`config.mk`:
```
export PLATFORM = sky130hd
export DESIGN_NAME = div_seq
export DESIGN_NICKNAME = d
export VERILOG_FILES = /design/src/rtl/div_seq_pkg.sv /design/src/rtl/div_seq_step.sv /design/src/rtl/negate.sv /design/src/rtl/div_seq.sv
export SDC_FILE = /design/constraint.sdc
export NUM_CORES = 1
export LEC_CHECK = 0
export CORE_MARGIN = 8
export CORE_UTILIZATION = 60
export DETAILED_ROUTE_END_ITERATION = 6
export PLACE_DENSITY = 0.86
export SYNTH_ARGS = -nofsm -noshare
export SYNTH_HDL_FRONTEND = slang
export SYNTH_SLANG_ARGS = --single-unit
```
`constraint.sdc`:
```
create_clock -name CLK -period 13.4 [get_ports CLK]
set_clock_uncertainty 0.1 [all_clocks]
set_input_delay 1.34 -clock CLK [delete_from_list [all_inputs] [get_ports CLK]]
set_output_delay 1.34 -clock CLK [all_outputs]
set_load 0.05 [all_outputs]
```
`src/rtl/div_seq_pkg.sv`:
```
// Shared types and sizing for the iterative HI/LO divider.
package div_seq_pkg;

    localparam int unsigned DIV_WIDTH = 32;
    localparam int unsigned DIV_CNT_W = $clog2(DIV_WIDTH + 1);

    typedef enum logic [1:0] {DIV_IDLE, DIV_RUN, DIV_FIX} div_state_t;

endpackage

```
`src/rtl/div_seq_step.sv`:
```
// One restoring-division step: shift in next dividend bit, trial-subtract, select.
module div_seq_step #(
    parameter int unsigned WIDTH = 32
) (
    input  logic [WIDTH-1:0] r_in,
    input  logic [WIDTH-1:0] q_in,
    input  logic [WIDTH-1:0] b,
    output logic [WIDTH-1:0] r_out,
    output logic [WIDTH-1:0] q_out
);

    logic [WIDTH:0] trial;

    // Full WIDTH+1-bit partial remainder so large unsigned divisors never lose the top bit.
    assign trial = {r_in, q_in[WIDTH-1]} - {1'b0, b};

    always_comb begin
        r_out = {r_in[WIDTH-2:0], q_in[WIDTH-1]};
        q_out = {q_in[WIDTH-2:0], 1'b0};
        if (!trial[WIDTH]) begin
            r_out = trial[WIDTH-1:0];
            q_out = {q_in[WIDTH-2:0], 1'b1};
        end
    end

endmodule

```
`src/rtl/negate.sv`:
```
// Two's-complement negation, shared by operand abs and result sign fix-up.
module negate #(
    parameter int unsigned WIDTH = 32
) (
    input  logic [WIDTH-1:0] x,
    output logic [WIDTH-1:0] y
);

    assign y = ~x + WIDTH'(1);

endmodule

```
`src/rtl/div_seq.sv`:
```
// Iterative radix-2 restoring divider for MIPS DIV/DIVU: LO = quotient, HI = remainder.
module div_seq
    import div_seq_pkg::*;
#(
    parameter int unsigned WIDTH = DIV_WIDTH
) (
    input  logic             CLK,
    input  logic             RESET,
    input  logic             START,
    input  logic             SIGN,
    input  logic [WIDTH-1:0] A,
    input  logic [WIDTH-1:0] B,
    output logic             BUSY,
    output logic             DONE,
    output logic [WIDTH-1:0] HI,
    output logic [WIDTH-1:0] LO
);

    localparam int unsigned CNT_W = $clog2(WIDTH + 1);

    div_state_t       state_q, state_d;
    logic [CNT_W-1:0] cnt_q, cnt_d;
    logic [WIDTH-1:0] r_q, r_d;
    logic [WIDTH-1:0] q_q, q_d;
    logic [WIDTH-1:0] b_q, b_d;
    logic [WIDTH-1:0] a_raw_q, a_raw_d;
    logic [WIDTH-1:0] hi_q, hi_d;
    logic [WIDTH-1:0] lo_q, lo_d;
    logic             qneg_q, qneg_d;
    logic             rneg_q, rneg_d;
    logic             dz_q, dz_d;
    logic             done_q, done_d;

    logic [WIDTH-1:0] a_neg, b_neg, q_neg, r_neg;
    logic [WIDTH-1:0] a_abs, b_abs;
    logic [WIDTH-1:0] step_r, step_q;

    negate #(.WIDTH(WIDTH)) u_neg_a (.x(A),   .y(a_neg));
    negate #(.WIDTH(WIDTH)) u_neg_b (.x(B),   .y(b_neg));
    negate #(.WIDTH(WIDTH)) u_neg_q (.x(q_q), .y(q_neg));
    negate #(.WIDTH(WIDTH)) u_neg_r (.x(r_q), .y(r_neg));

    div_seq_step #(.WIDTH(WIDTH)) u_step (
        .r_in  (r_q),
        .q_in  (q_q),
        .b     (b_q),
        .r_out (step_r),
        .q_out (step_q)
    );

    assign a_abs = (SIGN && A[WIDTH-1]) ? a_neg : A;
    assign b_abs = (SIGN && B[WIDTH-1]) ? b_neg : B;

    // Next-state and datapath update.
    always_comb begin
        state_d = state_q;
        cnt_d   = cnt_q;
        r_d     = r_q;
        q_d     = q_q;
        b_d     = b_q;
        a_raw_d = a_raw_q;
        hi_d    = hi_q;
        lo_d    = lo_q;
        qneg_d  = qneg_q;
        rneg_d  = rneg_q;
        dz_d    = dz_q;
        done_d  = 1'b0;
        case (state_q)
            DIV_IDLE: begin
                if (START) begin
                    state_d = DIV_RUN;
                    cnt_d   = '0;
                    r_d     = '0;
                    q_d     = a_abs;
                    b_d     = b_abs;
                    a_raw_d = A;
                    qneg_d  = SIGN & (A[WIDTH-1] ^ B[WIDTH-1]);
                    rneg_d  = SIGN & A[WIDTH-1];
                    dz_d    = (B == '0);
                end
            end
            DIV_RUN: begin
                r_d   = step_r;
                q_d   = step_q;
                cnt_d = cnt_q + CNT_W'(1);
                if (cnt_q == CNT_W'(WIDTH - 1)) begin
                    state_d = DIV_FIX;
                end
            end
            DIV_FIX: begin
                lo_d    = dz_q ? '1      : (qneg_q ? q_neg : q_q);
                hi_d    = dz_q ? a_raw_q : (rneg_q ? r_neg : r_q);
                done_d  = 1'b1;
                state_d = DIV_IDLE;
            end
            default: state_d = DIV_IDLE;
        endcase
    end

    always_ff @(posedge CLK or posedge RESET) begin
        if (RESET) begin
            state_q <= DIV_IDLE;
            cnt_q   <= '0;
            r_q     <= '0;
            q_q     <= '0;
            b_q     <= '0;
            a_raw_q <= '0;
            hi_q    <= '0;
            lo_q    <= '0;
            qneg_q  <= 1'b0;
            rneg_q  <= 1'b0;
            dz_q    <= 1'b0;
            done_q  <= 1'b0;
        end else begin
            state_q <= state_d;
            cnt_q   <= cnt_d;
            r_q     <= r_d;
            q_q     <= q_d;
            b_q     <= b_d;
            a_raw_q <= a_raw_d;
            hi_q    <= hi_d;
            lo_q    <= lo_d;
            qneg_q  <= qneg_d;
            rneg_q  <= rneg_d;
            dz_q    <= dz_d;
            done_q  <= done_d;
        end
    end

    assign BUSY = (state_q == DIV_RUN) || (state_q == DIV_FIX);
    assign DONE = done_q;
    assign HI   = hi_q;
    assign LO   = lo_q;

endmodule

```
[Yosys cells after proc, flatten, opt, wreduce, memory -nomap -nowiden]
Cells that the tools add are included.
Operators by class
  add/subtract/negate cells: 6
  multiply operators: 0
  divide/modulo/power cells: 0
  order comparisons: 0
  eq/ne operators: 5
  shift operators: 0
  muxes and demuxes: 18
  bitwise operators: 7
  reductions and logical operators: 9
Operators by type and width (number)
  32-bit 2-to-1 mux: 9
  32-bit by 1-bit adder with 32-bit output (second input constant): 4
  32-bit NOT: 4
  32-bit one-hot mux with 2 select lines: 2
  33-bit by 32-bit subtractor with 33-bit output: 1
  32-bit zero test: 1
  6-bit one-hot mux with 2 select lines: 1
  6-bit by 1-bit adder with 6-bit output (second input constant): 1
  6-bit by 5-bit == test with 1-bit output (second input constant): 1
  6-bit 2-to-1 mux: 1
  2-bit AND reduction: 3
  2-bit 2-to-1 mux: 2
  2-bit != test (second input constant): 2
  2-bit one-hot mux with 2 select lines: 1
  1-bit bitwise AND: 2
  2-bit by 1-bit == test with 1-bit output (second input constant): 1
  2-bit == test (second input constant): 1
  1-bit logical AND: 2
  2-bit zero test: 1
  1-bit 2-to-1 mux: 2
  2-bit nonzero test: 1
  1-bit logical OR: 1
  1-bit XOR: 1
Word-level totals
  register bits: 204
  latch bits: 0
  memory bits (writable): 0
  ROM bits: 0
  bits of input ports: 68
  output and inout port bits: 66
  word-level logic and storage cells: 57
  memories kept: 0

[Logic depth before layout (Yosys ltp)]
Gate-level depths: netlist of run 1.
  depth in word-level cells: 5
  gate-level depth with buffers: 14
  depth with buffers taken out: 12

[Cells and area by module]
A second synthesis of run 1 with hierarchy kept.
Second synthesis, totals
  cell total of the unflattened synthesis: 1471
  area total of the unflattened synthesis: 14433.8 um^2
By module, submodules not included
  div_seq: times used 1, cells each 803, area each 9295.2 um^2, seq. area each 5104.9 um^2
  div_seq_step: times used 1, cells each 336, area each 2591.2 um^2, seq. area each 0.0 um^2
  negate: times used 4, cells each 83, area each 636.9 um^2, seq. area each 0.0 um^2

[Worst setup path after synthesis of run 1]
OpenSTA, ideal clock, no wires.
  path kind: in2reg
  start: input port B[4]
  end: register b_q[28]
  setup time: 133 ps
  arrival: 3355 ps
  required time: 13167 ps
  setup slack: 9812 ps
  cell stages on the path: 9
  buffers on the path: 0
  cell sequence: or3_1 -> nor3b_1 -> nand2_1 -> nor3_1 -> nand2_1 -> nor4_1 -> a21oi_1 -> xnor2_1 -> o21ai_0
Between the ends
  cells in the longest elaborated chain, start to end: 3
RTL lines
  start, declared: RTL line div_seq.sv:12  | input logic [WIDTH-1:0] B,
  32-bit NOT: RTL line negate.sv:9  | assign y = ~x + WIDTH'(1);
  32-bit by 1-bit adder with 32-bit output: RTL line negate.sv:9
  32-bit 2-to-1 mux: RTL line div_seq.sv:52  | assign b_abs = (SIGN && B[WIDTH-1]) ? b_neg : B;
  end signal, assigned: RTL line div_seq.sv:106  | b_q <= '0;
  end signal, assigned: RTL line div_seq.sv:119  | b_q <= b_d;
  end, declared: RTL line div_seq.sv:25  | logic [WIDTH-1:0] b_q, b_d;
No other way between the ends.
A chain may end at the register's enable or synchronous reset.

[Worst setup path in the final report of run 1]
  start: register q_q[31]
  end: register r_q[24]
Between the ends
  cells in the longest elaborated chain, start to end: 3
RTL lines
  start, declared: RTL line div_seq.sv:24  | logic [WIDTH-1:0] q_q, q_d;
  start signal, assigned: RTL line div_seq.sv:118  | q_q <= q_d;
  33-bit by 32-bit subtractor with 33-bit output: RTL line div_seq_step.sv:15  | assign trial = {r_in, q_in[WIDTH-1]} - {1'b0, b};
  32-bit 2-to-1 mux: RTL line div_seq_step.sv:20  | if (!trial[WIDTH]) begin
  32-bit one-hot mux with 2 select lines: RTL line div_seq.sv:68  | case (state_q)
  end signal, assigned: RTL line div_seq.sv:117  | r_q <= r_d;
  end, declared: RTL line div_seq.sv:23  | logic [WIDTH-1:0] r_q, r_d;
No other way between the ends.

==> results of run 1 <==
==> power groups by stage <==
stage,Clock [mW],Sequential (mW),Combinational [mW]
final,0.628,1.06,1.81
after global routing,0.658,1.08,2.00
after CTS,0.632,1.05,1.79
after detailed placement,0,1.06,1.77
after global placement,0,1.04,1.72
after floorplan,0,0.958,1.41
==> metal layers <==
| layer | vias to the layer above | wire [um] | GRT usage (%) | share of wire (%) |
|---|---|---|---|---|
| met3 | 111 | 2440 | 4.50 | 6.9 |
| met1 | 5340 | 14200 | 33.6 | 40 |
| li1 | 5182 | - | - | - |
| met5 | - | 16 | 0 | 0.045 |
| met4 | 2 | 1770 | 14.6 | 5.0 |
| met2 | 470 | 16800 | 44.0 | 48 |
==> logic make-up (layout without fill, tap and decap cells) <==
group | Yosys count | count (layout) | share of synthesized area, %
DFF | 204 | 204 | 40.3
and+or+nand+nor | 389 | 389 | 14.3
other | 0 | 1 | 0
AOI/OAI and AO/OA | 417 | 417 | 19.5
adders and majority gates | 41 | 41 | 4.11
buffers and inverters | 131 | 243 | 4.01
muxes | 91 | 91 | 7.75
xor gates and xnor gates | 145 | 145 | 10.0
==> how the worst max path moves through the flow <==
stage          slack (ns)     from  cells past startpoint       to
2_1_floorplan        6.39    RESET                      1     DONE
3_3_place_gp         8.87     A[2]                     10  q_q[29]
3_5_place_dp         8.62     A[2]                     10  q_q[29]
4_1_cts              8.85  q_q[31]                     13  r_q[20]
5_1_grt              8.55  q_q[31]                     13  r_q[23]
6_report             8.80  q_q[31]                     13  r_q[24]
==> stage by stage <==
stage          cell area, um^2  util [%]
6_report                 14900      71.5
5_1_grt                  14900      71.5
4_1_cts                  14900      71.5
3_5_place_dp             14200      67.9
3_3_place_gp             14200      67.9
2_1_floorplan            12700         -
==> registers in the layout, indices dropped and copies added (netlist names) <==
signal / flops
HI: 32
LO: 32
a_raw_q: 32
b_q: 32
q_q: 32
r_q: 32
cnt_q: 6
state_q: 2
DONE: 1
dz_q: 1
qneg_q: 1
rneg_q: 1
==> tightest hold or removal path: stages, from the launching register on <==
cell	delay, ns
dfrtp_1	0.34
nand2_1	0.04
o21ai_0	0.06
==> layout make-up <==
class / count / area [um^2] / area share [%]
clock inverters: 10 / 100 / 0.670
diodes: 1 / 2.50 / 0.0168
well taps: 275 / 344 / 2.30
repair buffers: 143 / 1410 / 9.42
multi-input cells: 1083 / 7100 / 47.5
flip-flops and latches: 204 / 5110 / 34.2
inverters: 60 / 233 / 1.56
clock buffers: 30 / 642 / 4.30
==> layout by cell type (no fill, tap or decap), types with 9 or more instances in the layout <==
master             n
dfrtp_1          203
a22oi_1           12
inv_1             58
o31ai_1           20
nor2b_1            9
nand3_1           12
clkdlybuf4s50_1  133
ha_1              39
xor2_1            77
a21o_1            17
or3_1             15
nor4_1            10
a21oi_1          117
mux2_2            53
o21ai_0          166
mux2i_1           37
a31oi_1           10
xnor2_1           68
o41ai_1           10
nor3_1            16
and2_1             9
buf_4             10
nand2_1          169
nor2_1            95
clkbuf_16         23
==> flow_metrics.env, run 1 <==
export IMPL_grt_first_pass_wirelength_um=57400
export IMPL_grt_pass1_vias=11100
export IMPL_cts_sinks=204
export IMPL_die_height_um=161
export IMPL_die_x_um=161
export IMPL_period_needed_ns=4.60
export IMPL_crit_buf_inv=2
export IMPL_path_cells="inv_1 > ha_1 > fa_1 > nor2b_1 > o2111ai_1 > a311o_1 > and2_1 > o21ai_1 > a31oi_1 > o311ai_4 > buf_4 > mux2i_1 > o21ai_0"
export IMPL_dp_final_hpwl_um=25500
export IMPL_rsz0062_at_grt="no"
export IMPL_ir_worst_vdd_mv=0.154
export IMPL_min_delay_start="b_q[8]"
export IMPL_drive_gt1_share_pct=8.10
export IMPL_relSlewSlack_pct=26.0
export IMPL_postCtsSetupBuffers=0
export IMPL_regToRegSetupSlack_ns=8.80
export IMPL_syn_area_um2=12700
export IMPL_drt_iter0_markers=894
export IMPL_cts_made_buffers=22
export IMPL_power_total_mw=3.49
export IMPL_gp_congestion=0.920
export IMPL_synth_largest_area_cell="dfrtp_1"
export IMPL_clk_latency_ns=0.52
export IMPL_drc=0
export IMPL_syn_avg_cell_area_um2=8.94
export IMPL_finalHoldViolCount=0
export IMPL_critPathMaxFanout=21
export IMPL_cp_end_kind="register"
export IMPL_gr_total_overflow=0
export IMPL_max_freq_ghz=0.217
export IMPL_port_buffers=133
export IMPL_final_setup_viol_count=0
export IMPL_cts_max_path_buffers=3
export IMPL_whs_ns=0.377
export IMPL_tightest_slew_ns=1.11
export IMPL_holdPathEnd="b_q[8]"
export IMPL_wl_um=35300
export IMPL_post_place_ws_ns=8.62
export IMPL_nets=1623
export IMPL_p_clk_share_pct=18.0
export IMPL_hold_depth=2
export IMPL_grt_antenna_before_repair=2
export IMPL_die_area_um2=26000
export IMPL_reg2reg_to="r_q[24]"
export IMPL_area_growth_syn_to_layout_pct=17.8
export IMPL_synth_top_area_share_pct=40.3
export IMPL_cts_tree="built"
export IMPL_ant_nets=0
export IMPL_hp_class="reg -> reg"
export IMPL_r2r_start="q_q[31]"
export IMPL_via_per_inst=6.15
export IMPL_synthesis_instances=1418
export IMPL_sw_frac_of_total_pct=44.2
export IMPL_synth_ff_type="dfrtp_1"
export IMPL_grt_use_total_pct=26.9
export IMPL_num_vias=11100
export IMPL_rows=53
export IMPL_setup_ws_ns=8.80
export IMPL_final_cells=1806
export IMPL_powerDensity_nw_per_um2=234
export IMPL_cpPeakStageDelay_ns=0.79
export IMPL_synth_warnings=0
export IMPL_initial_core_util_pct=60.7
export IMPL_synth_seq_area_share_pct=40.3
export IMPL_slew_violations=0
export IMPL_clk_pin_slew_worst_paths_ns=0.06
export IMPL_maxCapViolations=0
export IMPL_ctsResizeCount=0
export IMPL_synthTopCellsByArea="dfrtp_1 (40%), o21ai_0 (6.6%), xor2_1 (5.3%)"
export IMPL_cts_root_buffer="clkbuf_16"
export IMPL_grt_max_degree=131
export IMPL_drtPass1Iterations=6
export IMPL_p_comb_share_pct=51.8
export IMPL_syn_nets=1527
export IMPL_internal_power_mw=1.95
export IMPL_setup_tns_ns=0
export IMPL_ys_seq_elements=204
export IMPL_dpl_cell_count=1765
export IMPL_status="finished clean"
export IMPL_start_kind="register"
export IMPL_cp_required_ns=13.68
export IMPL_leakagePower_nw=6.49
export IMPL_core_area_um2=20900
export IMPL_fill_cells=1554
export IMPL_synth_most_common_cell="dfrtp_1"
export IMPL_synth_edf_count=0
export IMPL_fin_crit_sh_pct=34.3
export IMPL_criticalPathCategory="reg -> reg"
export IMPL_wl_per_cell_um=19.5
export IMPL_synth_common_cells="dfrtp_1 (204), nand2_1 (170), o21ai_0 (166)"
export IMPL_cts_htree_levels=1
export IMPL_ios=134
export IMPL_cp_arrival_ns=4.88
export IMPL_ys_async_sr_fraction_pct=100
export IMPL_p_switching_mw=1.54
export IMPL_r2r_cells=13
export IMPL_crit_slowest_cell="o311ai_4"
export IMPL_seqPwrFrac_pct=30.2
export IMPL_ctsHoldBuffers=0
export IMPL_crit_family="compound AO/OA/AOI/OAI gates"
export IMPL_synth_cell_type_count=68
Note: power is estimated with default switching activity, not from simulation.
==> run 2: changes to the inputs <==
- CORE_UTILIZATION: 60 -> 52
- PLACE_DENSITY: 0.86 -> 0.79
- clock period: 13.4 -> 3.71 ns (I/O delays scaled with it)
==> flow_metrics.env, run 2 (synthesis results as in run 1) <==
export IMPL_num_vias=10700
export IMPL_clk_latency_ns=0.53
export IMPL_drtPass1Iterations=6
export IMPL_ant_nets=0
export IMPL_grt_first_pass_wirelength_um=52600
export IMPL_area_growth_syn_to_layout_pct=20.1
export IMPL_initial_core_util_pct=52.6
export IMPL_met3_length_um=1680
export IMPL_grt_use_total_pct=21.5
export IMPL_status="finished clean"
export IMPL_finalHoldViolCount=0
export IMPL_max_freq_ghz=0.280
export IMPL_wl_per_cell_um=17.3
export IMPL_gr_total_overflow=0
export IMPL_gp_congestion=0.894
export IMPL_n_antenna_cell=0
export IMPL_cp_required_ns=3.99
export IMPL_fin_crit_sh_pct=96.2
export IMPL_ir_worst_vdd_mv=0.506
export IMPL_hp_class="in -> async"
export IMPL_criticalPathCategory="reg -> reg"
export IMPL_nets=1641
export IMPL_cts_root_buffer="clkbuf_16"
export IMPL_maxUsedRoutingLayer="met4"
export IMPL_critPathMaxFanout=18
export IMPL_grt_pass1_vias=10500
export IMPL_post_place_ws_ns=0.170
export IMPL_slew_violations=0
export IMPL_clk_pin_slew_worst_paths_ns=0.06
export IMPL_setup_tns_ns=0
export IMPL_relSlewSlack_pct=33.4
export IMPL_power_total_mw=12.8
export IMPL_cp_end_kind="register"
export IMPL_drive_gt1_share_pct=8.92
export IMPL_core_area_um2=24100
export IMPL_cts_made_buffers=23
export IMPL_die_height_um=172
export IMPL_cp_arrival_ns=3.85
export IMPL_final_cells=1871
export IMPL_wl_met2_um=15600
export IMPL_grt_antenna_before_repair=0
export IMPL_layout_common_cells="dfrtp_1 (203), nand2_1 (169), o21ai_0 (166)"
export IMPL_dp_final_hpwl_um=23800
export IMPL_dpl_cell_count=1827
export IMPL_cts_tree="built"
export IMPL_wl_um=32300
export IMPL_ctsHoldBuffers=0
export IMPL_cts_htree_levels=1
export IMPL_rows=57
export IMPL_drc=0
export IMPL_cts_sinks=204
export IMPL_wl_met1_um=14100
export IMPL_setup_ws_ns=0.139
export IMPL_grt_max_degree=98
export IMPL_final_setup_viol_count=0
export IMPL_period_needed_ns=3.57
export IMPL_leakagePower_nw=6.59
export IMPL_drt_iter0_markers=727
export IMPL_port_buffers=133
export IMPL_maxCapViolations=0
export IMPL_ios=134
export IMPL_die_area_um2=29600
export IMPL_die_x_um=172
export IMPL_layout_commonest_cell="dfrtp_1"
export IMPL_cts_max_path_buffers=3
export IMPL_fill_cells=2026
export IMPL_start_kind="register"
export IMPL_powerDensity_nw_per_um2=838
export IMPL_via_per_inst=5.73
export IMPL_tightest_slew_ns=1.00
-- run 2: power by group --
group	total (mW)	internal, mW	switching, mW	leakage, nW
logic	6.69	3.02	3.68	3.60
registers	3.81	2.93	0.875	2.63
clock network	2.25	1.35	0.902	0.365
-- run 2: stage by stage --
stage / instance area (um^2) / utilization, % / hold WS (ns)
3_5_place_dp: 14400 / 59.7 / 0.371
6_report: 15200 / 63.1 / 0.237
4_1_cts: 15100 / 62.8 / 0.242
5_1_grt: 15200 / 63.1 / 0.278
2_1_floorplan: 12700 / - / 0.350
3_3_place_gp: 14400 / 59.7 / 0.362
-- run 2: timing repair --
| item | 4_1_cts | 5_1_grt |
|---|---|---|
| endpoints found under the hold margin | 0 | 0 |
| buffers inserted | 0 | 2 |
| resized for setup | 0 | 3 |
| setup endpoints to repair | 0 | 27 |
-- run 2: final timing paths --
path / startpoint / endpoint / slack (ns) / depth (start not counted)
max: q_q[31] / r_q[17] / 0.14 / 14
min: RESET / q_q[2] / 0.24 / 3
min in group CLK: b_q[15] / b_q[15] / 0.37 / 2
max reg2reg: q_q[31] / r_q[17] / 0.14 / 14
max in group asynchronous: RESET / q_q[20] / 2.76 / 3
min reg2reg: b_q[15] / b_q[15] / 0.37 / 2
-- run 2: cell type report --
cell class / count / area [um^2] / share of cell area [%]
repair buffers: 160 / 1620 / 10.7
multi-input cells: 1083 / 7110 / 46.7
clock inverters: 6 / 103 / 0.674
inverters: 60 / 229 / 1.50
clock buffers: 34 / 647 / 4.25
flip-flops and latches: 204 / 5110 / 33.6
well taps: 324 / 405 / 2.66
-- run 2: routing by layer --
metal | track usage (%) | up-vias
met5 | 0 | -
met4 | 6.71 | 0
met3 | 2.85 | 62
met2 | 36.6 | 309
met1 | 28.1 | 5117
li1 | - | 5229
-- run 2: critical path: stages, from the launching register on --
cell and delay [ns]:
dfrtp_1 0.35, inv_1 0.09, ha_1 0.24, fa_1 0.42
nor2b_1 0.18, o2111ai_1 0.17, a311o_1 0.40, and2_2 0.22
o21ai_2 0.16, a31oi_1 0.14, o311ai_4 0.30, buf_6 0.17
clkbuf_16 0.20, mux2i_1 0.20, o21ai_0 0.09
